## src/rtl/reg_wb_arbiter_pkg.sv

```systemverilog
// Shared types and helpers for the write-back arbiter: default widths,
// write-port source encoding and the destination one-hot decoder.
package reg_wb_arbiter_pkg;

    localparam int DATA_W_DEF = 32;
    localparam int ADDR_W_DEF = 5;
    localparam int NREG_MAX   = 2 ** ADDR_W_DEF;

    typedef enum logic [1:0] {
        SRC_NONE = 2'd0,
        SRC_PIPE = 2'd1,
        SRC_FIFO = 2'd2
    } src_e;

    function automatic logic [NREG_MAX-1:0] onehot(input logic [ADDR_W_DEF-1:0] a);
        logic [NREG_MAX-1:0] v;
        v    = '0;
        v[a] = 1'b1;
        return v;
    endfunction

endpackage

```

## src/rtl/reg_wb_arbiter_if.sv

```systemverilog
// Pipeline, multi-cycle handshake and register-file write-port bundle.
interface reg_wb_arbiter_if #(
    parameter int DATA_W = 32,
    parameter int ADDR_W = 5
);
    localparam int NREG = 2 ** ADDR_W;

    logic              pipe_we_i;
    logic              pipe_memtoreg_i;
    logic [ADDR_W-1:0] pipe_addr_i;
    logic [DATA_W-1:0] pipe_alu_i;
    logic [DATA_W-1:0] pipe_mem_i;
    logic              mc_valid_i;
    logic              mc_ready_o;
    logic [ADDR_W-1:0] mc_addr_i;
    logic [DATA_W-1:0] mc_data_i;
    logic              RegWrite_o;
    logic [ADDR_W-1:0] RDaddr_o;
    logic [DATA_W-1:0] RDdata_o;
    logic [NREG-1:0]   pend_mask_o;
    logic              stall_o;
    logic              busy_o;

    modport slave (
        input  pipe_we_i, pipe_memtoreg_i, pipe_addr_i, pipe_alu_i, pipe_mem_i,
        input  mc_valid_i, mc_addr_i, mc_data_i,
        output mc_ready_o, RegWrite_o, RDaddr_o, RDdata_o, pend_mask_o, stall_o, busy_o
    );

    modport master (
        output pipe_we_i, pipe_memtoreg_i, pipe_addr_i, pipe_alu_i, pipe_mem_i,
        output mc_valid_i, mc_addr_i, mc_data_i,
        input  mc_ready_o, RegWrite_o, RDaddr_o, RDdata_o, pend_mask_o, stall_o, busy_o
    );

endinterface

```

## src/rtl/reg_wb_arbiter_wb_fifo.sv

```systemverilog
// DEPTH-entry FIFO for multi-cycle results; exposes per-entry address/valid
// taps so the top can build the pending-destination mask.
module reg_wb_arbiter_wb_fifo #(
    parameter int DATA_W = 32,
    parameter int ADDR_W = 5,
    parameter int DEPTH  = 2
) (
    input  logic                          clk_i,
    input  logic                          rst_i,
    input  logic                          push_i,
    input  logic                          pop_i,
    input  logic [ADDR_W-1:0]             addr_i,
    input  logic [DATA_W-1:0]             data_i,
    output logic [ADDR_W-1:0]             head_addr_o,
    output logic [DATA_W-1:0]             head_data_o,
    output logic                          full_o,
    output logic                          empty_o,
    output logic [DEPTH-1:0]              ent_vld_o,
    output logic [DEPTH-1:0][ADDR_W-1:0]  ent_addr_o
);

    localparam int PW = $clog2(DEPTH);
    localparam int CW = PW + 1;

    logic [PW-1:0]                 wr_ptr_q, wr_ptr_d;
    logic [PW-1:0]                 rd_ptr_q, rd_ptr_d;
    logic [CW-1:0]                 count_q, count_d;
    logic [DEPTH-1:0]              vld_q, vld_d;
    logic [DEPTH-1:0][ADDR_W-1:0]  mem_addr_q;
    logic [DEPTH-1:0][DATA_W-1:0]  mem_data_q;

    always_comb begin
        wr_ptr_d = wr_ptr_q;
        rd_ptr_d = rd_ptr_q;
        count_d  = count_q;
        vld_d    = vld_q;
        if (pop_i) begin
            vld_d[rd_ptr_q] = 1'b0;
            rd_ptr_d        = rd_ptr_q + PW'(1);
        end
        if (push_i) begin
            vld_d[wr_ptr_q] = 1'b1;
            wr_ptr_d        = wr_ptr_q + PW'(1);
        end
        case ({push_i, pop_i})
            2'b10:   count_d = count_q + CW'(1);
            2'b01:   count_d = count_q - CW'(1);
            default: count_d = count_q;
        endcase
    end

    always_ff @(posedge clk_i or negedge rst_i) begin
        if (!rst_i) begin
            wr_ptr_q <= '0;
            rd_ptr_q <= '0;
            count_q  <= '0;
            vld_q    <= '0;
        end else begin
            wr_ptr_q <= wr_ptr_d;
            rd_ptr_q <= rd_ptr_d;
            count_q  <= count_d;
            vld_q    <= vld_d;
        end
    end

    // Payload storage carries no reset; validity is tracked by vld_q.
    always_ff @(posedge clk_i) begin
        if (push_i) begin
            mem_addr_q[wr_ptr_q] <= addr_i;
            mem_data_q[wr_ptr_q] <= data_i;
        end
    end

    assign head_addr_o = mem_addr_q[rd_ptr_q];
    assign head_data_o = mem_data_q[rd_ptr_q];
    assign full_o      = (count_q == CW'(DEPTH));
    assign empty_o     = (count_q == '0);
    assign ent_vld_o   = vld_q;
    assign ent_addr_o  = mem_addr_q;

endmodule

```

## src/rtl/reg_wb_arbiter.sv

```systemverilog
// Write-back arbiter: pipe results win the register write port, buffered
// multi-cycle results drain into free cycles, starvation raises stall_o.
module reg_wb_arbiter
    import reg_wb_arbiter_pkg::*;
#(
    parameter int DATA_W = DATA_W_DEF,
    parameter int ADDR_W = ADDR_W_DEF,
    parameter int DEPTH  = 2,
    parameter int STARVE = 4
) (
    input  logic              clk_i,
    input  logic              rst_i,
    reg_wb_arbiter_if.slave   bus
);

    localparam int NREG = 2 ** ADDR_W;
    localparam int SW   = $clog2(STARVE + 1);

    logic                          fifo_full, fifo_empty, push, pop, pipe_win, mc_ready;
    logic [ADDR_W-1:0]             head_addr;
    logic [DATA_W-1:0]             head_data;
    logic [DEPTH-1:0]              ent_vld;
    logic [DEPTH-1:0][ADDR_W-1:0]  ent_addr;
    src_e                          src;

    logic              we_q, we_d, stall_q, stall_d;
    logic [ADDR_W-1:0] addr_q, addr_d;
    logic [DATA_W-1:0] data_q, data_d;
    logic [SW-1:0]     starve_q, starve_d;
    logic [NREG-1:0]   pend_mask;
    logic [NREG_MAX-1:0] dec;

    reg_wb_arbiter_wb_fifo #(.DATA_W(DATA_W), .ADDR_W(ADDR_W), .DEPTH(DEPTH)) u_wb_fifo (
        .clk_i       (clk_i),
        .rst_i       (rst_i),
        .push_i      (push),
        .pop_i       (pop),
        .addr_i      (bus.mc_addr_i),
        .data_i      (bus.mc_data_i),
        .head_addr_o (head_addr),
        .head_data_o (head_data),
        .full_o      (fifo_full),
        .empty_o     (fifo_empty),
        .ent_vld_o   (ent_vld),
        .ent_addr_o  (ent_addr)
    );

    assign pipe_win = bus.pipe_we_i && (bus.pipe_addr_i != '0);
    assign mc_ready = !fifo_full;
    // Results for r0 complete the handshake but are never buffered.
    assign push     = bus.mc_valid_i && mc_ready && (bus.mc_addr_i != '0);
    assign pop      = (src == SRC_FIFO);

    always_comb begin
        src      = SRC_NONE;
        we_d     = 1'b0;
        addr_d   = addr_q;
        data_d   = data_q;
        if (pipe_win) begin
            src    = SRC_PIPE;
            we_d   = 1'b1;
            addr_d = bus.pipe_addr_i;
            data_d = bus.pipe_memtoreg_i ? bus.pipe_mem_i : bus.pipe_alu_i;
        end else if (!fifo_empty) begin
            src    = SRC_FIFO;
            we_d   = 1'b1;
            addr_d = head_addr;
            data_d = head_data;
        end
        starve_d = starve_q;
        if (pop || fifo_empty) begin
            starve_d = '0;
        end else if (pipe_win && (starve_q != SW'(STARVE))) begin
            starve_d = starve_q + SW'(1);
        end
        stall_d = (starve_d == SW'(STARVE));
    end

    always_comb begin
        pend_mask = '0;
        dec       = '0;
        for (int i = 0; i < DEPTH; i++) begin
            dec = onehot(ADDR_W_DEF'(ent_addr[i]));
            if (ent_vld[i]) pend_mask = pend_mask | dec[NREG-1:0];
        end
    end

    always_ff @(posedge clk_i or negedge rst_i) begin
        if (!rst_i) begin
            we_q     <= 1'b0;
            addr_q   <= '0;
            data_q   <= '0;
            starve_q <= '0;
            stall_q  <= 1'b0;
        end else begin
            we_q     <= we_d;
            addr_q   <= addr_d;
            data_q   <= data_d;
            starve_q <= starve_d;
            stall_q  <= stall_d;
        end
    end

    assign bus.mc_ready_o  = mc_ready;
    assign bus.RegWrite_o  = we_q;
    assign bus.RDaddr_o    = addr_q;
    assign bus.RDdata_o    = data_q;
    assign bus.pend_mask_o = pend_mask;
    assign bus.stall_o     = stall_q;
    assign bus.busy_o      = !fifo_empty;

endmodule

```

## src/flat_wrapper.sv

```systemverilog
// flat-port wrapper written by rule: the top's interface ports become plain ports
module reg_wb_arbiter_flat import reg_wb_arbiter_pkg::*;
#(
    parameter int DATA_W = DATA_W_DEF,
    parameter int ADDR_W = ADDR_W_DEF,
    parameter int DEPTH  = 2,
    parameter int STARVE = 4
)
  (clk_i, rst_i, bus_pipe_we_i, bus_pipe_memtoreg_i, bus_pipe_addr_i, bus_pipe_alu_i, bus_pipe_mem_i, bus_mc_valid_i, bus_mc_addr_i, bus_mc_data_i, bus_mc_ready_o, bus_RegWrite_o, bus_RDaddr_o, bus_RDdata_o, bus_pend_mask_o, bus_stall_o, bus_busy_o);
  reg_wb_arbiter_if #(.DATA_W(DATA_W), .ADDR_W(ADDR_W)) bus_i ();
  input  logic clk_i;
  input  logic rst_i;
  input wire logic [$bits(bus_i.pipe_we_i)-1:0] bus_pipe_we_i;
  input wire logic [$bits(bus_i.pipe_memtoreg_i)-1:0] bus_pipe_memtoreg_i;
  input wire logic [$bits(bus_i.pipe_addr_i)-1:0] bus_pipe_addr_i;
  input wire logic [$bits(bus_i.pipe_alu_i)-1:0] bus_pipe_alu_i;
  input wire logic [$bits(bus_i.pipe_mem_i)-1:0] bus_pipe_mem_i;
  input wire logic [$bits(bus_i.mc_valid_i)-1:0] bus_mc_valid_i;
  input wire logic [$bits(bus_i.mc_addr_i)-1:0] bus_mc_addr_i;
  input wire logic [$bits(bus_i.mc_data_i)-1:0] bus_mc_data_i;
  output wire logic [$bits(bus_i.mc_ready_o)-1:0] bus_mc_ready_o;
  output wire logic [$bits(bus_i.RegWrite_o)-1:0] bus_RegWrite_o;
  output wire logic [$bits(bus_i.RDaddr_o)-1:0] bus_RDaddr_o;
  output wire logic [$bits(bus_i.RDdata_o)-1:0] bus_RDdata_o;
  output wire logic [$bits(bus_i.pend_mask_o)-1:0] bus_pend_mask_o;
  output wire logic [$bits(bus_i.stall_o)-1:0] bus_stall_o;
  output wire logic [$bits(bus_i.busy_o)-1:0] bus_busy_o;
  assign bus_i.pipe_we_i = bus_pipe_we_i;
  assign bus_i.pipe_memtoreg_i = bus_pipe_memtoreg_i;
  assign bus_i.pipe_addr_i = bus_pipe_addr_i;
  assign bus_i.pipe_alu_i = bus_pipe_alu_i;
  assign bus_i.pipe_mem_i = bus_pipe_mem_i;
  assign bus_i.mc_valid_i = bus_mc_valid_i;
  assign bus_i.mc_addr_i = bus_mc_addr_i;
  assign bus_i.mc_data_i = bus_mc_data_i;
  assign bus_mc_ready_o = bus_i.mc_ready_o;
  assign bus_RegWrite_o = bus_i.RegWrite_o;
  assign bus_RDaddr_o = bus_i.RDaddr_o;
  assign bus_RDdata_o = bus_i.RDdata_o;
  assign bus_pend_mask_o = bus_i.pend_mask_o;
  assign bus_stall_o = bus_i.stall_o;
  assign bus_busy_o = bus_i.busy_o;
  reg_wb_arbiter #(.DATA_W(DATA_W), .ADDR_W(ADDR_W), .DEPTH(DEPTH), .STARVE(STARVE)) u_core (.clk_i(clk_i), .rst_i(rst_i), .bus(bus_i));
endmodule
```

## config.mk

```make
export PLATFORM = sky130hd
export DESIGN_NAME = reg_wb_arbiter_flat
export DESIGN_NICKNAME = d
export VERILOG_FILES = /design/src/rtl/reg_wb_arbiter_pkg.sv /design/src/rtl/reg_wb_arbiter_if.sv /design/src/rtl/reg_wb_arbiter_wb_fifo.sv /design/src/rtl/reg_wb_arbiter.sv /design/src/flat_wrapper.sv
export SDC_FILE = /design/constraint.sdc
export NUM_CORES = 1
export LEC_CHECK = 0
export BUFFER_PORTS_ARGS = -buffer_cell sky130_fd_sc_hd__buf_2
export CORE_ASPECT_RATIO = 0.5
export CORE_MARGIN = 3
export CORE_UTILIZATION = 55
export DETAILED_ROUTE_END_ITERATION = 12
export PLACE_DENSITY = 0.82
export SLEW_MARGIN = 20
export SYNTH_ARGS = -nofsm -noshare
export SYNTH_HDL_FRONTEND = slang
export SYNTH_SLANG_ARGS = --single-unit
```

## constraint.sdc

```tcl
create_clock -name clk_i -period 6.1 [get_ports clk_i]
set_clock_uncertainty 0.05 [all_clocks]
set_input_delay 1.22 -clock clk_i [delete_from_list [all_inputs] [get_ports clk_i]]
set_output_delay 1.22 -clock clk_i [all_outputs]
set_load 0.05 [all_outputs]
```

==> results of run 1 <==
## power groups by stage
stage | Combinational [uW] | Sequential (uW) | Clock (uW)
floorplan | 680 | 1610 | 0
global placement | 1300 | 1310 | 0
detailed placement | 1330 | 1330 | 0
CTS | 1340 | 1320 | 930
global route | 1450 | 1340 | 964
finish | 1360 | 1320 | 922
## cell usage in the layout (no fill, tap or decap), types with 3 or more instances in the layout
cell	synthesis	final
or3b_2	3	3
nand2_1	45	45
edfxtp_1	74	74
o22ai_1	34	34
clkbuf_1	24	4
nand3b_1	44	44
a221o_1	37	37
nor2_1	12	9
nor2_4	1	4
inv_1	6	6
nor3_1	3	3
dfrtp_1	48	47
clkinv_2	0	4
nand3_1	7	7
a21oi_1	38	38
or3_1	5	5
mux2_2	34	34
clkbuf_8	0	3
clkbuf_16	0	17
buf_2	6	183
ha_1	3	3
buf_4	0	3
xnor2_1	3	3
## sequential cells by signal, indices dropped and copies added, names as in the netlist
register	count
u_core.u_wb_fifo.count_q	2
u_core.u_wb_fifo.ent_vld_o	2
u_core.bus.RDaddr_o	5
u_core.bus.stall_o	1
u_core.bus.RDdata_o	32
u_core.u_wb_fifo.ent_addr_o	10
u_core.u_wb_fifo.wr_ptr_q	1
u_core.u_wb_fifo.mem_data_q	64
u_core.bus.RegWrite_o	1
u_core.u_wb_fifo.rd_ptr_q	1
u_core.starve_q	3
## per-layer routing
layer	vias up	GRT usage, %
li1	2055	-
met1	2189	29.9
met2	223	43.9
met3	29	5.43
met4	0	12.8
met5	-	0
## final cells by class
type / count / area, sq um / area share [%]
well taps: 135 / 169 / 2.37
multi-input cells: 278 / 1980 / 27.8
flip-flops and latches: 122 / 3420 / 48.1
repair buffers: 188 / 978 / 13.7
clock inverters: 8 / 68.8 / 0.966
clock buffers: 24 / 482 / 6.76
inverters: 6 / 22.5 / 0.316
## logic make-up after synthesis
group           synth area share (%)
buf+inv                         3.57
fa+ha+maj                      0.673
flops                           61.4
mux                             6.86
xor+xnor                       0.785
simple gates                    12.5
compound gates                  14.2
## worst max-delay path, delay by kind of cell, from the launching register on
| kind | cells | cell delay (ns) |
|---|---|---|
| simple gates | 1 | 0.81 |
| buf+inv | 3 | 0.69 |
| flops | 1 | 0.43 |
## metrics by stage
stage	instances	cell area [sq um]	power, uW	hold slack (ns)	util (%)
after floorplan	441	5580	2290	0.406	-
after global placement	727	6530	2620	0.407	67.6
after detailed placement	727	6530	2660	0.416	67.6
after CTS	759	7080	3580	0.428	73.3
after global routing	761	7120	3750	0.438	73.7
final	761	7120	3600	0.426	73.7
## cells in the mapped netlist, types with 2 or more instances
| cell type | number |
|---|---|
| clkbuf_1 | 24 |
| nand3_1 | 7 |
| buf_2 | 6 |
| nor3_1 | 3 |
| a221o_1 | 37 |
| ha_1 | 3 |
| nor2_1 | 12 |
| nand3b_1 | 44 |
| mux2_2 | 34 |
| edfxtp_1 | 74 |
| xnor2_1 | 3 |
| nand2_1 | 45 |
| a21oi_1 | 38 |
| nand2b_1 | 2 |
| or3_1 | 5 |
| dfrtp_1 | 48 |
| or3b_2 | 3 |
| o22ai_1 | 34 |
| inv_1 | 6 |
| buf_6 | 5 |
| xor2_1 | 2 |
## final timing paths
kind,from,end
worst min-delay path,u_core.u_wb_fifo.mem_data_q[59],u_core.bus.RDdata_o[27]
max in group asynchronous,rst_i,u_core.u_wb_fifo.rd_ptr_q
worst min register to register,u_core.u_wb_fifo.mem_data_q[59],u_core.bus.RDdata_o[27]
worst max-delay path,u_core.u_wb_fifo.count_q[1],bus_busy_o
min in group asynchronous,rst_i,u_core.bus.RDdata_o[11]
worst max register to register,u_core.u_wb_fifo.count_q[1],u_core.bus.RDdata_o[10]
==> results.tsv, run 1 <==
stage	metric	value	unit
clock_network	CTS max path bufs	2	
sta	Tcrit/Tclk final	59.7	%
place	HPWL after detailed placement	9260	um
detailed_routing	drt pass-1 iters	5	
synthesis	asr flop ratio synth	39.3	%
sta	Final setup viols	0	
outcome	status	finished clean	
pwr	clock share of power	25.6	%
clock_network	hold buffer count at CTS	0	
worst_setup_path	CP Capture Type	primary output	
clock_network	Post-CTS Resized	0	
clock_network	Reg clk slew, reported paths	0.05	ns
clock_network	CTS root buffer	clkbuf_16	
global_routing	gr usage total	25.3	%
pwr	Internal	2130	uW
cells_and_area	Nets	727	
sta	Slew HR	31.5	%
cells_and_area	fill cell count	652	
pwr	Psw	1460	uW
clock_network	total CTS buffers	17	
hold_path	Hold Path Class	flop to flop	
worst_setup_path	Worst EP required	4.83	ns
worst_setup_path	max incr delay on CP	0.81	ns
clock_network	post-CTS setup buffer count	0	
detailed_routing	drt drc	0	
pwr	power per cell area	505	nW/um^2
synthesis	Post-Syn Area per Cell	12.6	sq um
synthesis	Yosys reg bits	122	
place	GP Congestion	0.809	
synthesis	count of warnings emitted by yosys	0	
detailed_routing	DR WL met3	1040	um
clock_network	Num Clock Sinks	122	
synthesis	synthesized instance count	441	
detailed_routing	final WL	14400	um
flow_run	number of max-cap violations	0	
clock_network	later-pin clock latency in the skew report	0.41	ns
detailed_routing	post-route ant nets	0	
worst_setup_path	crit start category	flop	
sta	Hold Fails Final Rpt	0	
synthesis	post-synth top area share	39.8	%
detailed_routing	uppermost routed layer	met4	
pwr	Reg power frac	36.6	%
pwr	leakage power	0.00295	uW
sta	Final WS setup	2.46	ns
detailed_routing	routed vias	4496	
worst_setup_path	worst reg2reg path depth	6	
cells_and_area	n_diodes	0	
global_routing	initial antenna violation count	0	
synthesis	cell area after synthesis	5580	sq um
worst_setup_path	critical path class	flop to primary output	
floorplanning	Die ar.	11500	sq um
synthesis	register area share after synthesis	61.4	%
detailed_routing	Iter 0 DRT Violations	277	
hold_path	WHS Path Cells	1	
global_routing	vias in the first global route	4635	
sta	Max Freq	275	MHz
floorplanning	Core Rows	25	
sta	Final min period	3.64	ns
sta	final slew viol count	0	
synthesis	syn_nets	555	
global_routing	gr ovfl total	0	
floorplanning	die extent in x	148	um
worst_setup_path	CP Cell Sequence	nor2_4, inv_1, buf_4, buf_2	
place	port bufs	183	
floorplanning	Starting Density	57.7	%
pwr	Logic pwr share	37.7	%
worst_setup_path	CP max stage cell	nor2_4	
detailed_routing	wire length per cell	18.9	um
worst_setup_path	Max Fanout on Critical Path	41	
floorplanning	Die Y	77.2	um
synthesis	Top FF cell, synth	edfxtp_1	
clock_network	CTS tree	built	
synthesis	Post-synth EDFFs	74	
sta	RSZ-0062 raised after global routing	false	
detailed_routing	Vias/cell	5.91	
detailed_routing	met2 wire length	7350	um
sta	setup TNS	0	ns
sta	Least-Margin Pin Slew	1.02	ns
cells_and_area	layout cells sized above 1	41.4	%
cells_and_area	Area Overhead vs Synth	27.7	%
synthesis	Synth area leader	edfxtp_1	
pwr	peak supply drop	0.000282	V
clock_network	H-tree depth	4	
worst_setup_path	FF-to-FF setup slack	3.43	ns
worst_setup_path	Worst Path Arrival	2.37	ns
detailed_routing	Routed met1 length	5680	um
floorplanning	core area	9670	sq um
global_routing	first-pass GRT wire length	22300	um
synthesis	post-synth cell types	27	
synthesis	synth top area cells	edfxtp_1 (40%), dfrtp_1 (22%), mux2_2 (6.9%)	
place	pre-CTS WS	2.52	ns
floorplanning	total I/O pin count	184	
global_routing	pin count of the biggest net entering global routing	76	
pwr	Sw Ratio	40.7	%
No activity file was read; power rests on OpenSTA's default activity.
==> run 2, diff against run 1 <==
ABC_AREA = 1   (was unset)
CORE_UTILIZATION = 52   (was 55)
PLACE_DENSITY = 0.77   (was 0.82)
clock period = 3.6 ns   (was 6.1 ns; I/O delays follow)
==> results.tsv, run 2 <==
stage	metric	value	unit	change
worst_setup_path	FF-to-FF setup slack	1.49	ns	-1.94 ns
synthesis	post-synth cell types	29		+7.4%
worst_setup_path	crit start category	flop		
worst_setup_path	worst reg2reg path depth	5		-1
worst_setup_path	Worst EP required	2.83	ns	-2.00 ns
worst_setup_path	Buf+Inv Stages, Crit Path	1		-2
sta	Slew HR	38.0	%	+6.5 points
synthesis	Post-Syn Area per Cell	9.08	sq um	-28%
floorplanning	core area	10600	sq um	+10%
worst_setup_path	critical path class	flop to primary output		
synthesis	Post-synth EDFFs	74		unchanged
flow_run	number of max-cap violations	0		unchanged
detailed_routing	drt drc	0		unchanged
synthesis	Yosys reg bits	122		unchanged
global_routing	first-pass GRT wire length	23400	um	+4.5%
cells_and_area	fin cells	988		+30%
clock_network	CTS max path bufs	2		unchanged
synthesis	syn_nets	766		+38%
pwr	leakage power	0.00369	uW	+25%
synthesis	most common cell in the netlist	nand2_1		
floorplanning	die extent in x	157	um	+5.7%
clock_network	later-pin clock latency in the skew report	0.40	ns	about the same
pwr	Internal	3530	uW	+66%
pwr	power per cell area	816	nW/um^2	+62%
sta	setup TNS	0	ns	unchanged
global_routing	pin count of the biggest net entering global routing	43		-43%
worst_setup_path	Worst Path Arrival	2.11	ns	-0.26 ns
clock_network	Post-CTS Resized	0		unchanged
pwr	Psw	2550	uW	+74%
clock_network	H-tree depth	4		unchanged
global_routing	gr usage total	23.9	%	-1.4 points
sta	Least-Margin Pin Slew	0.923	ns	-0.102 ns
sta	Max Freq	347	MHz	
clock_network	CTS tree	built		
clock_network	hold buffer count at CTS	0		unchanged
floorplanning	Die Y	81.5	um	+5.5%
worst_setup_path	Max Fanout on Critical Path	8		-80%
worst_setup_path	worst r2r dst	u_core.u_wb_fifo.mem_data_q[32]		
floorplanning	Die ar.	12800	sq um	+12%
worst_setup_path	max incr delay on CP	0.78	ns	-0.03 ns
detailed_routing	drt pass-1 iters	5		unchanged
pwr	Logic pwr share	38.0	%	+0.3 points
pwr	Sw Ratio	42.0	%	+1.2 points
synthesis	Top FF cell, synth	edfxtp_1		
detailed_routing	post-route ant nets	0		unchanged
cells_and_area	most common cell after layout, fill and taps aside	nand2_1		
sta	Hold Fails Final Rpt	0		unchanged
clock_network	CTS root buffer	clkbuf_16		
sta	final slew viol count	0		unchanged
cells_and_area	Nets	948		+30%
cells_and_area	commonest cells after routing, fill and taps aside	nand2_1 (337), buf_2 (183), edfxtp_1 (74)		
worst_setup_path	CP Capture Type	primary output		
worst_setup_path	CP Cell Sequence	nor3_1, nand2_1, o21ai_0, buf_2		
detailed_routing	wire length per cell	14.9	um	-21%
worst_setup_path	Top delay family on crit path	simple AND/OR/NAND/NOR gates		
global_routing	vias in the first global route	4871		+5.1%
detailed_routing	final WL	14800	um	+2.8%
place	DP Cell Count	955		+31%
synthesis	register area share after synthesis	57.8	%	-3.6 points
detailed_routing	Iter 0 DRT Violations	252		-9.0%
pwr	peak supply drop	0.000567	V	+100%
place	GP Congestion	0.845		+4.4%
worst_setup_path	CP max stage cell	nor3_1		
floorplanning	Starting Density	55.7	%	-2.0 points
detailed_routing	routed vias	5021		+12%
synthesis	most frequent cells after synthesis	nand2_1 (337), edfxtp_1 (74), dfrtp_1 (48)		
synthesis	post-synth top area share	37.5	%	-2.3 points
synthesis	Synth area leader	edfxtp_1		
cells_and_area	fill cell count	846		+30%
synthesis	count of warnings emitted by yosys	0		unchanged
pwr	total power	6090	uW	+69%
synthesis	cell area after synthesis	5920	sq um	+6.2%
floorplanning	total I/O pin count	184		unchanged
synthesis	synthesized instance count	652		+48%
clock_network	post-CTS setup buffer count	0		unchanged
cells_and_area	Biggest register	u_core.u_wb_fifo.mem_data_q		
sta	Final min period	2.88	ns	
place	HPWL after detailed placement	10200	um	+10%
cells_and_area	layout cells sized above 1	31.3	%	-10 points
cells_and_area	max reg flops	64		unchanged
clock_network	Reg clk slew, reported paths	0.05	ns	about the same
synthesis	asr flop ratio synth	39.3	%	unchanged
cells_and_area	multi-input logic area	2240	sq um	+13%
sta	Tcrit/Tclk final	80.0	%	
worst_setup_path	reg2reg start	u_core.u_wb_fifo.count_q[0]		
place	port bufs	183		unchanged
worst_setup_path	Crit. Startpoint	u_core.u_wb_fifo.ent_addr_o[1]		
sta	Final setup viols	0		unchanged
hold_path	Hold Path Class	input pin to asynchronous set/reset pin		
cells_and_area	Register Area	3420	sq um	about the same
pwr	Reg power frac	35.2	%	-1.4 points
global_routing	gr ovfl total	0		unchanged
detailed_routing	Vias/cell	5.08		-14%
outcome	status	finished clean		
sta	RSZ-0062 raised after global routing	false		
synthesis	synth top area cells	edfxtp_1 (38%), nand2_1 (21%), dfrtp_1 (20%)		
global_routing	initial antenna violation count	4		+4
clock_network	total CTS buffers	17		unchanged
cells_and_area	Area Overhead vs Synth	26.0	%	
clock_network	Num Clock Sinks	122		unchanged
pwr	clock share of power	26.8	%	+1.2 points
floorplanning	Core Rows	26		+4.0%
-- run 2: changes by cell type in the layout (fill, tap and decap cells not counted), sizes merged, moves of 5 or more --
cell,delta
o22ai,-34
nor3,+8
nand3,+14
nand2,+304
nand3b,-43
o21ai,+37
a221o,-37
or3,-5
inv,+19
a21oi,-35
-- run 2: worst reg2reg max path: cells and delay by family, from the launching register on --
kind,cells,cell delay (ns)
AND/OR/NAND/NOR,2,0.54
buffers and inverters,2,0.52
flip-flops,1,0.41
AO/OA/AOI/OAI,1,0.24
-- run 2: final cells by class --
type | instances | share of cell area [%]
Sequential cell | 122 | 45.9
Inverter | 26 | 1.38
Clock inverter | 8 | 1.27
Timing Repair Buffer | 188 | 12.8
Antenna cell | 1 | 0.0335
Clock buffer | 24 | 6.32
Multi-Input combinational cell | 479 | 30.0
Tap cell | 140 | 2.35
-- run 2: cells by family after synthesis --
kind of cell / after synthesis / synth area share, %
AOI/OAI and AO/OA: 45 / 4.01
buffers and inverters: 51 / 4.56
xor gates and xnor gates: 3 / 0.444
adders and majority gates: 3 / 0.634
muxes: 31 / 5.89
DFF: 122 / 57.8
and+or+nand+nor: 397 / 26.7
-- run 2: power groups by stage --
stage          Sequential, uW  Combinational (uW)  Clock [uW]
5_1_grt                  2180                2530        1730
6_report                 2140                2310        1630
2_1_floorplan            2780                1120           0
3_5_place_dp             2160                2330           0
4_1_cts                  2140                2330        1640
3_3_place_gp             2150                2280           0
-- run 2: routing by layer --
metal | routed length (um) | part of all wire, % | track usage [%]
met3 | 1200 | 8.1 | 6.89
met1 | 6330 | 43 | 29.7
met4 | 91 | 0.62 | 6.20
met2 | 7090 | 48 | 41.6
met5 | 41 | 0.28 | 0
-- run 2: stage by stage --
step / utilization, % / worst slack, ns / area (sq um) / hold WS [ns]
after CTS: 70.1 / 0.767 / 7460 / 0.275
after global placement: 64.8 / 1.23 / 6890 / 0.409
after global routing: 70.1 / 0.611 / 7460 / 0.290
after detailed placement: 64.8 / 1.18 / 6890 / 0.410
final: 70.1 / 0.720 / 7460 / 0.266
after floorplan: - / 0.488 / 5920 / 0.374
-- run 2: worst max-delay path by stage --
| stage | endpoint | slack, ns | cells past startpoint |
|---|---|---|---|
| 2_1_floorplan | u_core.u_wb_fifo.ent_addr_o[5] | 0.49 | 3 |
| 3_3_place_gp | bus_pend_mask_o[4] | 1.23 | 4 |
| 3_5_place_dp | u_core.u_wb_fifo.mem_data_q[62] | 1.18 | 5 |
| 4_1_cts | bus_pend_mask_o[16] | 0.77 | 4 |
| 5_1_grt | bus_pend_mask_o[4] | 0.61 | 4 |
| 6_report | bus_pend_mask_o[16] | 0.72 | 4 |
